[config.mk]
export PLATFORM = sky130hd
export DESIGN_NAME = imm_gen_pipe
export DESIGN_NICKNAME = d
export VERILOG_FILES = /design/src/rtl/imm_gen_pipe.sv
export SDC_FILE = /design/constraint.sdc
export NUM_CORES = 1
export LEC_CHECK = 0
export BUFFER_PORTS_ARGS = -buffer_cell sky130_fd_sc_hd__buf_2
export CAP_MARGIN = 20
export CELL_PAD_IN_SITES_DETAIL_PLACEMENT = 2
export CELL_PAD_IN_SITES_GLOBAL_PLACEMENT = 2
export CORE_MARGIN = 8
export CORE_UTILIZATION = 38
export CTS_CLUSTER_SIZE = 28
export DETAILED_ROUTE_END_ITERATION = 8
export GPL_ROUTABILITY_DRIVEN = 0
export PLACE_DENSITY = 0.85
export SYNTH_ARGS = -nofsm -noshare
export SYNTH_HDL_FRONTEND = slang
export SYNTH_SLANG_ARGS = --single-unit
[constraint.sdc]
create_clock -name CLK -period 5.5 [get_ports CLK]
set_input_delay 1.1 -clock CLK [delete_from_list [all_inputs] [get_ports CLK]]
set_output_delay 1.1 -clock CLK [all_outputs]
set_load 0.005 [all_outputs]
[src/rtl/imm_gen_pipe.sv]
// -----------------------------------------------------------------------------
// imm_gen_pipe
// Pipelined immediate generator for the ARMv8-subset datapath. Decodes the
// 26-bit instruction immediate field into a DATA_W-bit operand (I, D, CB, B,
// move-wide and shifted-I formats) and queues it in a DEPTH-entry FIFO.
//
// Ports:
//   CLK            rising-edge clock
//   resetl         synchronous active-low reset
//   in_valid       request present
//   in_ready       block can accept a request this cycle
//   in_instr[25:0] instruction immediate bits
//   in_op[2:0]     format select
//   out_valid      head FIFO entry valid
//   out_ready      consumer takes the head entry this cycle
//   out_imm        immediate of the head entry (0 when out_valid = 0)
//   out_illegal    head entry came from an illegal request (0 when empty)
//   illegal_count  saturating count of accepted illegal requests
// -----------------------------------------------------------------------------
module imm_gen_pipe #(
   parameter int DATA_W = 64,
   parameter int DEPTH  = 2,
   parameter int CNT_W  = 16
) (
   input  logic              CLK,
   input  logic              resetl,
   input  logic              in_valid,
   output logic              in_ready,
   input  logic [25:0]       in_instr,
   input  logic [2:0]        in_op,
   output logic              out_valid,
   input  logic              out_ready,
   output logic [DATA_W-1:0] out_imm,
   output logic              out_illegal,
   output logic [CNT_W-1:0]  illegal_count
);

   localparam int PTR_W = $clog2(DEPTH);
   localparam logic [PTR_W:0] C_DEPTH = (PTR_W+1)'(DEPTH);

   logic [DATA_W-1:0] r_mem_imm [DEPTH];
   logic              r_mem_ill [DEPTH];
   logic [PTR_W-1:0]  r_wr_ptr;
   logic [PTR_W-1:0]  r_rd_ptr;
   logic [PTR_W:0]    r_count;
   logic [CNT_W-1:0]  r_ill_cnt;

   logic [63:0]       w_imm64;
   logic [DATA_W-1:0] w_imm;
   logic              w_ill;
   logic              w_push;
   logic              w_pop;

   // Format 11x is never defined; a move-wide with hw >= 2 cannot place its
   // halfword inside a 32-bit result (hw >= 2 is exactly instr[22] = 1).
   assign w_ill = (in_op[2:1] == 2'b11) ||
                  ((in_op == 3'b100) && (DATA_W == 32) && in_instr[22]);

   // Everything is built at 64 bits and then truncated, so the 32-bit B
   // result keeps the low half of the full sign extension.
   always_comb begin
      w_imm64 = '0;
      case (in_op)
         3'b000: w_imm64 = {52'b0, in_instr[21:10]};
         3'b001: w_imm64 = {{55{in_instr[20]}}, in_instr[20:12]};
         3'b010: w_imm64 = {{43{in_instr[23]}}, in_instr[23:5], 2'b00};
         3'b011: w_imm64 = {{36{in_instr[25]}}, in_instr[25:0], 2'b00};
         3'b100: w_imm64 = {48'b0, in_instr[20:5]} << {in_instr[22:21], 4'b0000};
         3'b101: w_imm64 = in_instr[22] ? {40'b0, in_instr[21:10], 12'b0}
                                        : {52'b0, in_instr[21:10]};
         default: w_imm64 = '0;
      endcase
      if (w_ill) begin
         w_imm64 = '0;
      end
   end

   assign w_imm = w_imm64[DATA_W-1:0];

   // Ready looks only at the registered count: a full FIFO refuses a push
   // even in a cycle where the head is popped.
   assign in_ready  = resetl && (r_count < C_DEPTH);
   assign out_valid = (r_count != '0);
   assign w_push    = in_valid && in_ready;
   assign w_pop     = out_valid && out_ready;

   assign out_imm       = out_valid ? r_mem_imm[r_rd_ptr] : '0;
   assign out_illegal   = out_valid ? r_mem_ill[r_rd_ptr] : 1'b0;
   assign illegal_count = r_ill_cnt;

   // Storage holds no reset: stale entries are invisible once count is 0.
   always_ff @(posedge CLK) begin
      if (w_push) begin
         r_mem_imm[r_wr_ptr] <= w_imm;
         r_mem_ill[r_wr_ptr] <= w_ill;
      end
   end

   always_ff @(posedge CLK) begin
      if (!resetl) begin
         r_wr_ptr  <= '0;
         r_rd_ptr  <= '0;
         r_count   <= '0;
         r_ill_cnt <= '0;
      end else begin
         // DEPTH is a power of two, so natural pointer overflow wraps mod DEPTH.
         if (w_push) begin
            r_wr_ptr <= r_wr_ptr + 1'b1;
         end
         if (w_pop) begin
            r_rd_ptr <= r_rd_ptr + 1'b1;
         end
         if (w_push && !w_pop) begin
            r_count <= r_count + 1'b1;
         end else if (!w_push && w_pop) begin
            r_count <= r_count - 1'b1;
         end
         if (w_push && w_ill && (r_ill_cnt != '1)) begin
            r_ill_cnt <= r_ill_cnt + 1'b1;
         end
      end
   end

endmodule
* Word-level counts from Yosys, hierarchy flattened
Memories as Yosys holds them, arrays and structs flattened. A register that Yosys moved wholly into a read port is not among the register bits.
Index checks and enable logic that the tools add are counted.
** Storage, ports and cells
- Register bits :: 20
- RAM bits :: 130
- Bits of input ports :: 33
- Output and inout port bits :: 83
- Memories kept :: 2
** Memories
- r_mem_imm :: depth 2, width 64, read ports 1, clocked after memory_dff 1, wr ports 1, RTL line 41 : logic [DATA_W-1:0] r_mem_imm [DEPTH];
- r_mem_ill :: depth 2, width 1, read ports 1, clocked after memory_dff 1, wr ports 1, RTL line 42 : logic r_mem_ill [DEPTH];
** Operators by class
- $add $sub $neg :: 5
- Magnitude comparators :: 1
- Eq/ne operators :: 7
- Shifts and indexed selects :: 1
- Multiplexer cells :: 13
- Reduce and logical (&&, ||, !) cells :: 12
** Operator list (count)
- 64-bit one-hot mux with 6 select lines :: 1
- 64-bit 2-to-1 mux :: 2
- 16-bit by 6-bit << shifter with 64-bit output :: 1
- 24-bit 2-to-1 mux :: 1
- 16-bit by 1-bit adder with 16-bit output, second input constant :: 1
- 16-bit inequality test, second input constant :: 1
- 1-bit logical AND :: 7
- 1-bit 2-to-1 mux :: 7
- 3-bit by 2-bit == test with 1-bit output, second input constant :: 2
- 3-bit == test, second input constant :: 2
- 2-bit 2-to-1 mux :: 2
- 2-bit nonzero test :: 2
- 3-bit by 1-bit == test with 1-bit output, second input constant :: 1
- 3-bit logical NOT :: 1
- 1-bit adder, second input constant :: 2
- 2-bit by 1-bit adder with 2-bit output, second input constant :: 1
- 2-bit == test, second input constant :: 1
- 1-bit logical NOT :: 2
- 2-bit < comparator, second input constant :: 1
- 2-bit by 1-bit subtractor with 2-bit output, second input constant :: 1

* Logic depth before layout (Yosys ltp)
Gate-level depths: netlist (run 1).
- Word-level depth :: 7
- Depth in mapped cells :: 7
- Depth with buffers taken out :: 7

* Least setup slack after synthesis (run 1)
Ideal clock, no wire load.
- Path type :: input to register
- Start point :: in in_valid
- End point :: mem r_mem_ill[0] (enable)
- Arrival :: 3.910 ns
- Path slack :: 1.102 ns
- Stages on the path :: 2
- Buffers on the path :: 0
- Cells stage by stage :: nand3b_4 nor2_1
** On the way
- Cells in the longest elaborated chain, start to end :: 3
** Ends and longest elaborated chain
- start: declaration :: RTL line 27 : input logic in_valid,
- 1-bit logical AND :: RTL line 84 : assign w_push = in_valid && in_ready;
- 1-bit 2-to-1 mux :: RTL line 93 : if (w_push) begin
- 1-bit 2-to-1 mux (not written as such) :: RTL line 95 : r_mem_ill[r_wr_ptr] <= w_ill;
- end: declaration :: RTL line 42
Every way passes these cells.

* Final worst setup path (run 1)
- Start point :: reg r_count[1]
- End point :: out out_imm[2]
** On the way
- Cells in the longest elaborated chain, start to end :: 2
** Ends and longest elaborated chain
- start: declaration :: RTL line 45 : logic [PTR_W:0] r_count;
- start signal: assignment :: RTL line 114 : r_count <= r_count + 1'b1;
- start signal: assignment :: RTL line 116 : r_count <= r_count - 1'b1;
- 2-bit nonzero test :: RTL line 83 : assign out_valid = (r_count != '0);
- 64-bit 2-to-1 mux :: RTL line 87 : assign out_imm = out_valid ? r_mem_imm[r_rd_ptr] : '0;
- end: declaration :: RTL line 33 : output logic [DATA_W-1:0] out_imm,
Every way passes these cells.

==> results by group, run 1 <==
Drt
  – DR pass1 iterations: 6
  – Via count: 5,323
  – DR DRC count: 0
  – 1st-iter DRT viols: 320
  – Routed vias/inst: 5.82
  – Routed WL: 23,300 um
  – Routed Antenna Nets: 0
  – Post-DR wirelength/cell: 25.5 um

Worst hold path
  – Hold path endpoint: illegal_count[0]$_SDFFE_PN0P_
  – Min-delay worst type: flop to flop
  – Hold depth: 1
  – Hold_sp: illegal_count[0]$_SDFFE_PN0P_

Placed design
  – DP Worst Slack: 1910 ps
  – IO Port Bufs: 115
  – Hpwl dp: 15,600 um

CTS
  – Cts bufs inserted: 17
  – Clock root buffer master: clkbuf_16
  – Clock Sink Count: 151
  – Setup Fix Bufs, Post-CTS: 0
  – Clock latency on the worst-skew pair: 430 ps
  – CTS tree: built
  – Reg clk slew, reported paths: 60 ps
  – Deepest clock path buffer count: 2
  – CTS resizes: 0
  – Hold-fix buffer count after cts: 0
  – CTS H-tree lvls: 4

Power
  – Pwr Total: 3560 uW
  – Leak pwr: 0.00342 uW
  – Maximum vdd drop: 0.000264 V
  – Power Density: 423 nW/um^2

Timing
  – Worst-Margin Slew: 1110 ps
  – Max Slew Vio Count: 0
  – Final worst slack: 2110 ps
  – Slew HR: 25.7%
  – Fin crit share: 61.6%
  – Tmin final: 3390 ps
  – Skew final: 7.52 ps
  – Hold Fails Final Rpt: 0
  – Unrepaired setup endpoints after global routing: false
  – Setup_tns: 0 ps
  – Peak Freq: 295 MHz
  – Final setup vio count: 0

Global routing
  – Largest net degree at the start of global routing: 66
  – Tot GR Track Use: 19.9%
  – First-pass GRT wire length: 35,500 um
  – Initial antenna violation count: 1
  – Vias in the first global route: 6,009
  – Grt ovf: 0

Setup path
  – CP delay by family, top: simple AND/OR/NAND/NOR gates
  – Crit-path slowest cell: nor2_4
  – Reg-to-reg slack, setup: 3130 ps
  – Peak fanout along the critical path: 41
  – Crit path DAT: 2290 ps
  – Slowest stage delay, CP: 570 ps
  – CP required: 4400 ps
  – Crit Path Class: flop to primary output
  – Worst Setup Start Kind: flop
  – Worst r2r src: r_count[1]$_SDFFE_PN0P_
  – Critical path capture point type: primary output
  – Buffer and inverter count on the worst path: 2
  – FF-to-FF End: r_mem_imm[1][26]$_DFFE_PP_
  – CP Cell Sequence: nor2_4 -> buf_4 -> nor2_1 -> buf_2
  – R2R depth: 5

Logic synthesis
  – Mapped Cells: 575
  – Net Count, Synth: 610
  – Netlist cell types: 49
  – Synth top area share: 55.5%
  – Netlist Area Pre-Place: 7040 um^2
  – Top area cells in the synthesized netlist: edfxtp_1, mux2i_1, dfxtp_1
  – Synth Warn #: 0
  – EDFF count, synth: 130
  – Syn_area_per_cell: 12.2 um^2
  – #FFs+latches synth: 151
  – Sequential element share of the synthesized area: 61.5%
  – Top cells by count, synth: edfxtp_1, mux2i_1, nor2_1
  – Count leader, synth: edfxtp_1
  – Synth area leader: edfxtp_1
  – Synth Flop Type: edfxtp_1
  – Ys async rst share: 0%

Finish
  – Syn-to-layout area delta: 19.7%
  – ANT cells: 0
  – Final core occ: 46.6%
  – Layout cells sized above 1: 24.3%
  – Fin nets: 708

Die
  – Die height: 152 um
  – Die area: 23,100 um^2
  – Floorplan core area: 18,100 um^2
  – Die Wd: 152 um
  – # IOs: 116
  – Row cnt: 49
  – Initial Util: 38.9%

Run
  – Max-cap viol count: 0

Outcome
  – Status: complete, no violations
-- cell families after synthesis --
kind of cell,synth area share (%)
simple gates,11.0
flops,61.5
compound gates,13.0
mux,10.7
buf+inv,3.09
xor+xnor,0.498
fa+ha+maj,0.356
-- metrics by stage --
stage               instances  instance area (um^2)  hold WS, ps
floorplan                 575                  7040          472
global placement          880                  7810          480
detailed placement        880                  7810          495
CTS                       912                  8360          517
global route              915                  8430          548
finish                    915                  8430          508
-- worst max-delay path by stage --
stage | slack (ps) | start | depth (start not counted) | endpoint
3_3_place_gp | 2130 | resetl | 5 | r_mem_imm[1][23]$_DFFE_PP_
5_1_grt | 1990 | r_count[1]$_SDFFE_PN0P_ | 4 | out_imm[48]
2_1_floorplan | 1100 | in_valid | 2 | r_mem_ill[0]$_DFFE_PP_
3_5_place_dp | 1910 | resetl | 5 | r_mem_imm[1][62]$_DFFE_PP_
6_report | 2110 | r_count[1]$_SDFFE_PN0P_ | 4 | out_imm[2]
4_1_cts | 2090 | r_count[1]$_SDFFE_PN0P_ | 4 | out_imm[2]
-- state kept, by name, indices dropped and copies added, names as in the netlist, named ones only --
register       cells
r_rd_ptr           1
r_mem_ill          2
r_count            2
illegal_count     16
r_wr_ptr           1
r_mem_imm        128
-- layout make-up --
cell class / count / area (um^2)
clock inverters: 15 / 121
repair buffers: 125 / 694
well taps: 229 / 287
multi-input cells: 367 / 2530
flip-flops and latches: 151 / 4330
clock buffers: 17 / 425
fillers: 1786 / 9660
inverters: 11 / 41.3
-- metal layers --
layer	global-route usage, %	part of all wire [%]	vias to the layer above
met2	35.7	52	196
met4	10.1	3.5	2
met3	4.57	5.7	50
li1	-	-	2367
met1	21.6	39	2708
met5	0	0.056	-
-- power breakdown --
group          leakage (uW)  internal, uW  total (uW)  switching [uW]
Sequential          0.00139          1370        1440            71.8
Clock              0.000253           584        1080             496
Combinational       0.00178           414        1040             630
-- layout by cell type, fill, tap and decap left out, types with 3 or more instances in the layout --
cell          n
o311a_1       3
nand3b_1      5
or3_1         3
nand3_1      10
or4_1         6
clkbuf_16    17
a21o_1       39
nor3_1        3
clkinvlp_4    5
a311oi_1      4
edfxtp_1    130
nand2_1      37
buf_4         7
a21oi_1      22
a22oi_1       7
nor2_1       72
o21bai_1      3
o21ai_0       7
o31ai_1       3
buf_2       115
mux2i_1      74
clkinv_4      4
a211oi_1      7
inv_1        11
dfxtp_1      20
nand2b_1      6
xor2_1        3
inv_6         5
nand4_1       6
a221o_1      15
Note: power is estimated with default switching activity, not from simulation.
==> inputs of run 2 (changes only) <==
Settings changed: CORE_UTILIZATION 38 to 34, PLACE_DENSITY 0.85 to 0.81.
Clock period 5.5 ns to 2.85 ns, I/O delays scaled along.
==> results by group, run 2 (synthesis gave the netlist of run 1 again) <==
Die
  – Die area: 25,600 um^2
  – Initial Util: 34.7%
  – # IOs: 116
  – Die Wd: 160 um
  – Die height: 160 um
  – Floorplan core area: 20,300 um^2
  – Row cnt: 52

Setup path
  – Critical path capture point type: primary output
  – Peak fanout along the critical path: 23
  – Crit path DAT: 1950 ps
  – R2R depth: 4
  – Reg-to-reg slack, setup: 650 ps
  – Crit Path Class: flop to primary output
  – Worst r2r src: illegal_count[3]$_SDFFE_PN0P_
  – FF-to-FF End: illegal_count[15]$_SDFFE_PN0P_
  – CP required: 2280 ps
  – Worst Setup Start Kind: flop

CTS
  – CTS H-tree lvls: 4
  – Clock Sink Count: 151
  – Clock root buffer master: clkbuf_16
  – Cts bufs inserted: 17
  – CTS resizes: 0
  – Setup Fix Bufs, Post-CTS: 0
  – Clock latency on the worst-skew pair: 430 ps
  – Hold-fix buffer count after cts: 0
  – CTS tree: built
  – Reg clk slew, reported paths: 60 ps
  – Deepest clock path buffer count: 2

Timing
  – Hold Fails Final Rpt: 0
  – Skew final: 7.40 ps
  – Max Slew Vio Count: 0
  – Peak Freq: 398 MHz
  – Unrepaired setup endpoints after global routing: false
  – Final setup vio count: 0
  – Worst-Margin Slew: 1110 ps
  – Tmin final: 2520 ps
  – Slew HR: 25.7%
  – Fin crit share: 88.3%
  – Setup_tns: 0 ps

Finish
  – Post-Layout Cell Count: 964
  – Most frequent cells in the layout: edfxtp_1, buf_2, mux2i_1
  – Fin nets: 717
  – Most common cell after layout, fill and taps aside: edfxtp_1
  – Syn-to-layout area delta: 21.4%
  – Layout cells sized above 1: 25.1%
  – Final core occ: 42.1%
  – Biggest register: r_mem_imm
  – ANT cells: 0
  – Max reg flops: 128

Global routing
  – Largest net degree at the start of global routing: 42
  – Tot GR Track Use: 18.3%
  – First-pass GRT wire length: 36,000 um
  – Global Route met2 Usage: 33.3%
  – Initial antenna violation count: 1
  – Grt peak-use layer: met2
  – Vias in the first global route: 5,924
  – Grt ovf: 0
  – M1 GR Usage: 20.6%
  – Met3 Use GR: 4.50%

Worst hold path
  – Hold_sp: in_instr[24]
  – Hold depth: 3
  – Min-delay worst type: primary input to flop
  – Hold path endpoint: r_mem_imm[0][26]$_DFFE_PP_

Power
  – Maximum vdd drop: 0.000435 V
  – Power Density: 816 nW/um^2
  – Leak pwr: 0.00348 uW

Placed design
  – Hpwl dp: 15,700 um
  – # placed instances: 932
  – IO Port Bufs: 115

Drt
  – 1st-iter DRT viols: 322
  – Routed WL: 23,500 um
  – Routed Antenna Nets: 0
  – DR DRC count: 0
  – Post-DR wirelength/cell: 24.4 um
  – Via count: 5,291
  – DR pass1 iterations: 5
  – Routed vias/inst: 5.49

Outcome
  – Status: complete, no violations

Run
  – Max-cap viol count: 0
-- run 2: how the worst max path moves through the flow --
stage / from / to / cells past startpoint
3_5_place_dp: in_op[0] / r_mem_imm[0][7]$_DFFE_PP_ / 5
4_1_cts: flop / out_imm[37] / 4
2_1_floorplan: in_valid / r_mem_ill[1]$_DFFE_PP_ / 3
3_3_place_gp: in_op[0] / r_mem_imm[0][7]$_DFFE_PP_ / 5
5_1_grt: flop / out_imm[63] / 4
6_report: flop / out_imm[37] / 4
-- run 2: metrics by stage --
step / total power (uW) / cell area (um^2) / hold WS, ps / setup WS, ps
2_1_floorplan: 3920 / 7040 / 472 / 53.4
3_3_place_gp: 4790 / 7970 / 481 / 373
3_5_place_dp: 4890 / 7970 / 508 / 284
4_1_cts: 7090 / 8530 / 480 / 302
5_1_grt: 7310 / 8540 / 506 / 247
6_report: 6970 / 8540 / 489 / 335
-- run 2: critical path, cell delays in order, from the launching register on --
cell     delay (ps)
dfxtp_4         620
buf_4           360
mux2i_1         280
nor2_1           90
buf_2           150
-- run 2: cell type report --
class                      count  area [um^2]
fill                        2121        11800
multi-input combinational    367         2530
tap                          270          338
inverter                      11         41.3
sequential                   151         4330
clock buffer                  18          429
timing repair buffer         134          747
clock inverter                13          131
-- run 2: where the power goes --
part	internal (uW)	switching [uW]	leakage, uW	total [uW]
combinational	821	1190	0.00182	2010
clock	1280	900	0.000275	2180
sequential	2640	147	0.00139	2780
total	4740	2230	0.00348	6970
-- run 2: metal layers --
layer  wire length, um  vias to the layer above
li1                  -                     2382
met1              9530                     2710
met2             12400                      155
met3               972                       42
met4               605                        2
met5                11                        -
==> inputs of run 3 (changes only) <==
Settings changed: CELL_PAD_IN_SITES_DETAIL_PLACEMENT 2 to 1, CELL_PAD_IN_SITES_GLOBAL_PLACEMENT 2 to 1, CORE_UTILIZATION 34 to 41.
==> results by group, run 3 (synthesis gave the netlist of run 1 again) <==
Die
  – Die Wd: 147 um
  – Floorplan core area: 17,100 um^2
  – Die height: 147 um
  – Row cnt: 48
  – # IOs: 116
  – Die area: 21,600 um^2
  – Initial Util: 41.3%

Setup path
  – CP delay by family, top: flip-flops
  – Buffer and inverter count on the worst path: 2
  – Critical path capture point type: primary output
  – Slowest stage delay, CP: 670 ps
  – CP Cell Sequence: buf_4 -> mux2i_1 -> nor2_1 -> buf_2
  – CP required: 2280 ps
  – Crit path DAT: 1890 ps
  – Worst Setup Start Kind: flop
  – Peak fanout along the critical path: 27
  – Crit Path Class: flop to primary output
  – Crit-path slowest cell: dfxtp_4

CTS
  – CTS H-tree lvls: 4
  – Reg clk slew, reported paths: 60 ps
  – Hold-fix buffer count after cts: 0
  – CTS resizes: 0
  – Clock latency on the worst-skew pair: 420 ps
  – Setup Fix Bufs, Post-CTS: 0
  – CTS tree: built
  – Clock root buffer master: clkbuf_16
  – Deepest clock path buffer count: 2
  – Cts bufs inserted: 17
  – Clock Sink Count: 151

Worst hold path
  – Min-delay worst type: primary input to flop

Drt
  – Routed WL: 20,300 um
  – DR top layer: met5
  – Met3 wire length: 1290 um
  – Post-DR wirelength/cell: 22.1 um
  – Routed Antenna Nets: 0
  – DR DRC count: 0
  – DR pass1 iterations: 4
  – Via count: 5,234
  – Metal-1 WL: 8150 um
  – Routed met2 length: 10,400 um
  – Routed vias/inst: 5.68
  – 1st-iter DRT viols: 345

Finish
  – Most frequent cells in the layout: edfxtp_1, buf_2, mux2i_1
  – Syn-to-layout area delta: 20.9%
  – Fin nets: 715
  – Biggest register: r_mem_imm
  – Fin area: 8510 um^2
  – Multi-input gate area: 2530 um^2
  – Sequential Area: 4330 um^2
  – Fillers: 1,805
  – Layout cells sized above 1: 23.8%
  – Most common cell after layout, fill and taps aside: edfxtp_1
  – Max reg flops: 128

Run
  – Max-cap viol count: 0

Timing
  – Peak Freq: 406 MHz
  – Final setup vio count: 0
  – Fin crit share: 86.3%
  – Unrepaired setup endpoints after global routing: false
  – Max Slew Vio Count: 0
  – Worst-Margin Slew: 1020 ps
  – Hold Fails Final Rpt: 0
  – Final worst slack: 390 ps
  – Tmin final: 2460 ps
  – Setup_tns: 0 ps
  – Skew final: 4.96 ps
  – Slew HR: 32.0%

Power
  – Sequential fraction of design power: 39.7%
  – Clk network pwr share: 32.6%
  – Sw power: 2120 uW
  – Power Density: 826 nW/um^2
  – Internal power: 4910 uW
  – Switching share of power: 30.1%
  – Maximum vdd drop: 0.000455 V
  – Logic pwr share: 27.7%
  – Leak pwr: 0.00348 uW

Global routing
  – Vias in the first global route: 5,503
  – Tot GR Track Use: 18.7%
  – Largest net degree at the start of global routing: 66
  – Initial antenna violation count: 5
  – First-pass GRT wire length: 31,100 um
  – Grt ovf: 0

Outcome
  – Status: complete, no violations

Placed design
  – DP Worst Slack: 305 ps
  – Hpwl dp: 13,700 um
  – IO Port Bufs: 115
  – Placed cell area: 7910 um^2
run 3: changes by cell type in the layout (fill, tap and decap cells not counted):
cell / change
buf_4: -1
buf_6: -1
bufinv_16: +2
clkbuf_1: +3
clkinv_1: +5
clkinv_2: -6
clkinv_4: -1
clkinvlp_4: -1
diode_2: +3
inv_6: -1
run 3: stage by stage:
stage / power (uW) / hold WS (ps) / util (%) / std cells
after floorplan: 3920 / 472 / - / 575
after global placement: 4750 / 486 / 46.4 / 886
after detailed placement: 4820 / 494 / 46.4 / 886
after CTS: 7110 / 481 / 49.9 / 918
after global routing: 7370 / 510 / 49.9 / 920
final: 7030 / 499 / 49.9 / 921
run 3: worst paths after layout:
path | cells after the start | endpoint | slack, ps | start
worst max register to register | 4 | illegal_count[15]$_SDFFE_PN0P_ | 670 | illegal_count[2]$_SDFFE_PN0P_
worst min-delay path | 3 | r_mem_imm[1][26]$_DFFE_PP_ | 500 | in_instr[24]
worst max-delay path | 4 | out_imm[43] | 390 | flop
worst min register to register | 2 | illegal_count[11]$_SDFFE_PN0P_ | 500 | illegal_count[11]$_SDFFE_PN0P_
run 3: layout make-up:
type | count | area share [%]
multi-input cells | 367 | 29.7
diodes | 3 | 0.0882
repair buffers | 132 | 8.56
well taps | 225 | 3.31
flip-flops and latches | 151 | 50.9
clock buffers | 21 | 5.17
inverters | 11 | 0.485
clock inverters | 11 | 1.82
run 3: tightest hold or removal path, delay by kind of cell:
family | cells | cell delay, ps
AND/OR/NAND/NOR | 2 | 130
buffers and inverters | 1 | 90
run 3: power by group through the flow:
stage / logic, uW / registers (uW) / clock network (uW)
3_5_place_dp: 1980 / 2840 / 0
2_1_floorplan: 1190 / 2730 / 0
5_1_grt: 2160 / 2810 / 2390
4_1_cts: 2000 / 2800 / 2320
3_3_place_gp: 1920 / 2820 / 0
6_report: 1940 / 2790 / 2290
run 3: per-layer routing:
layer	vias to the layer above	GRT usage (%)
met5	-	0
met4	6	8.21
met3	33	5.11
li1	2398	-
met2	173	32.4
met1	2624	21.4
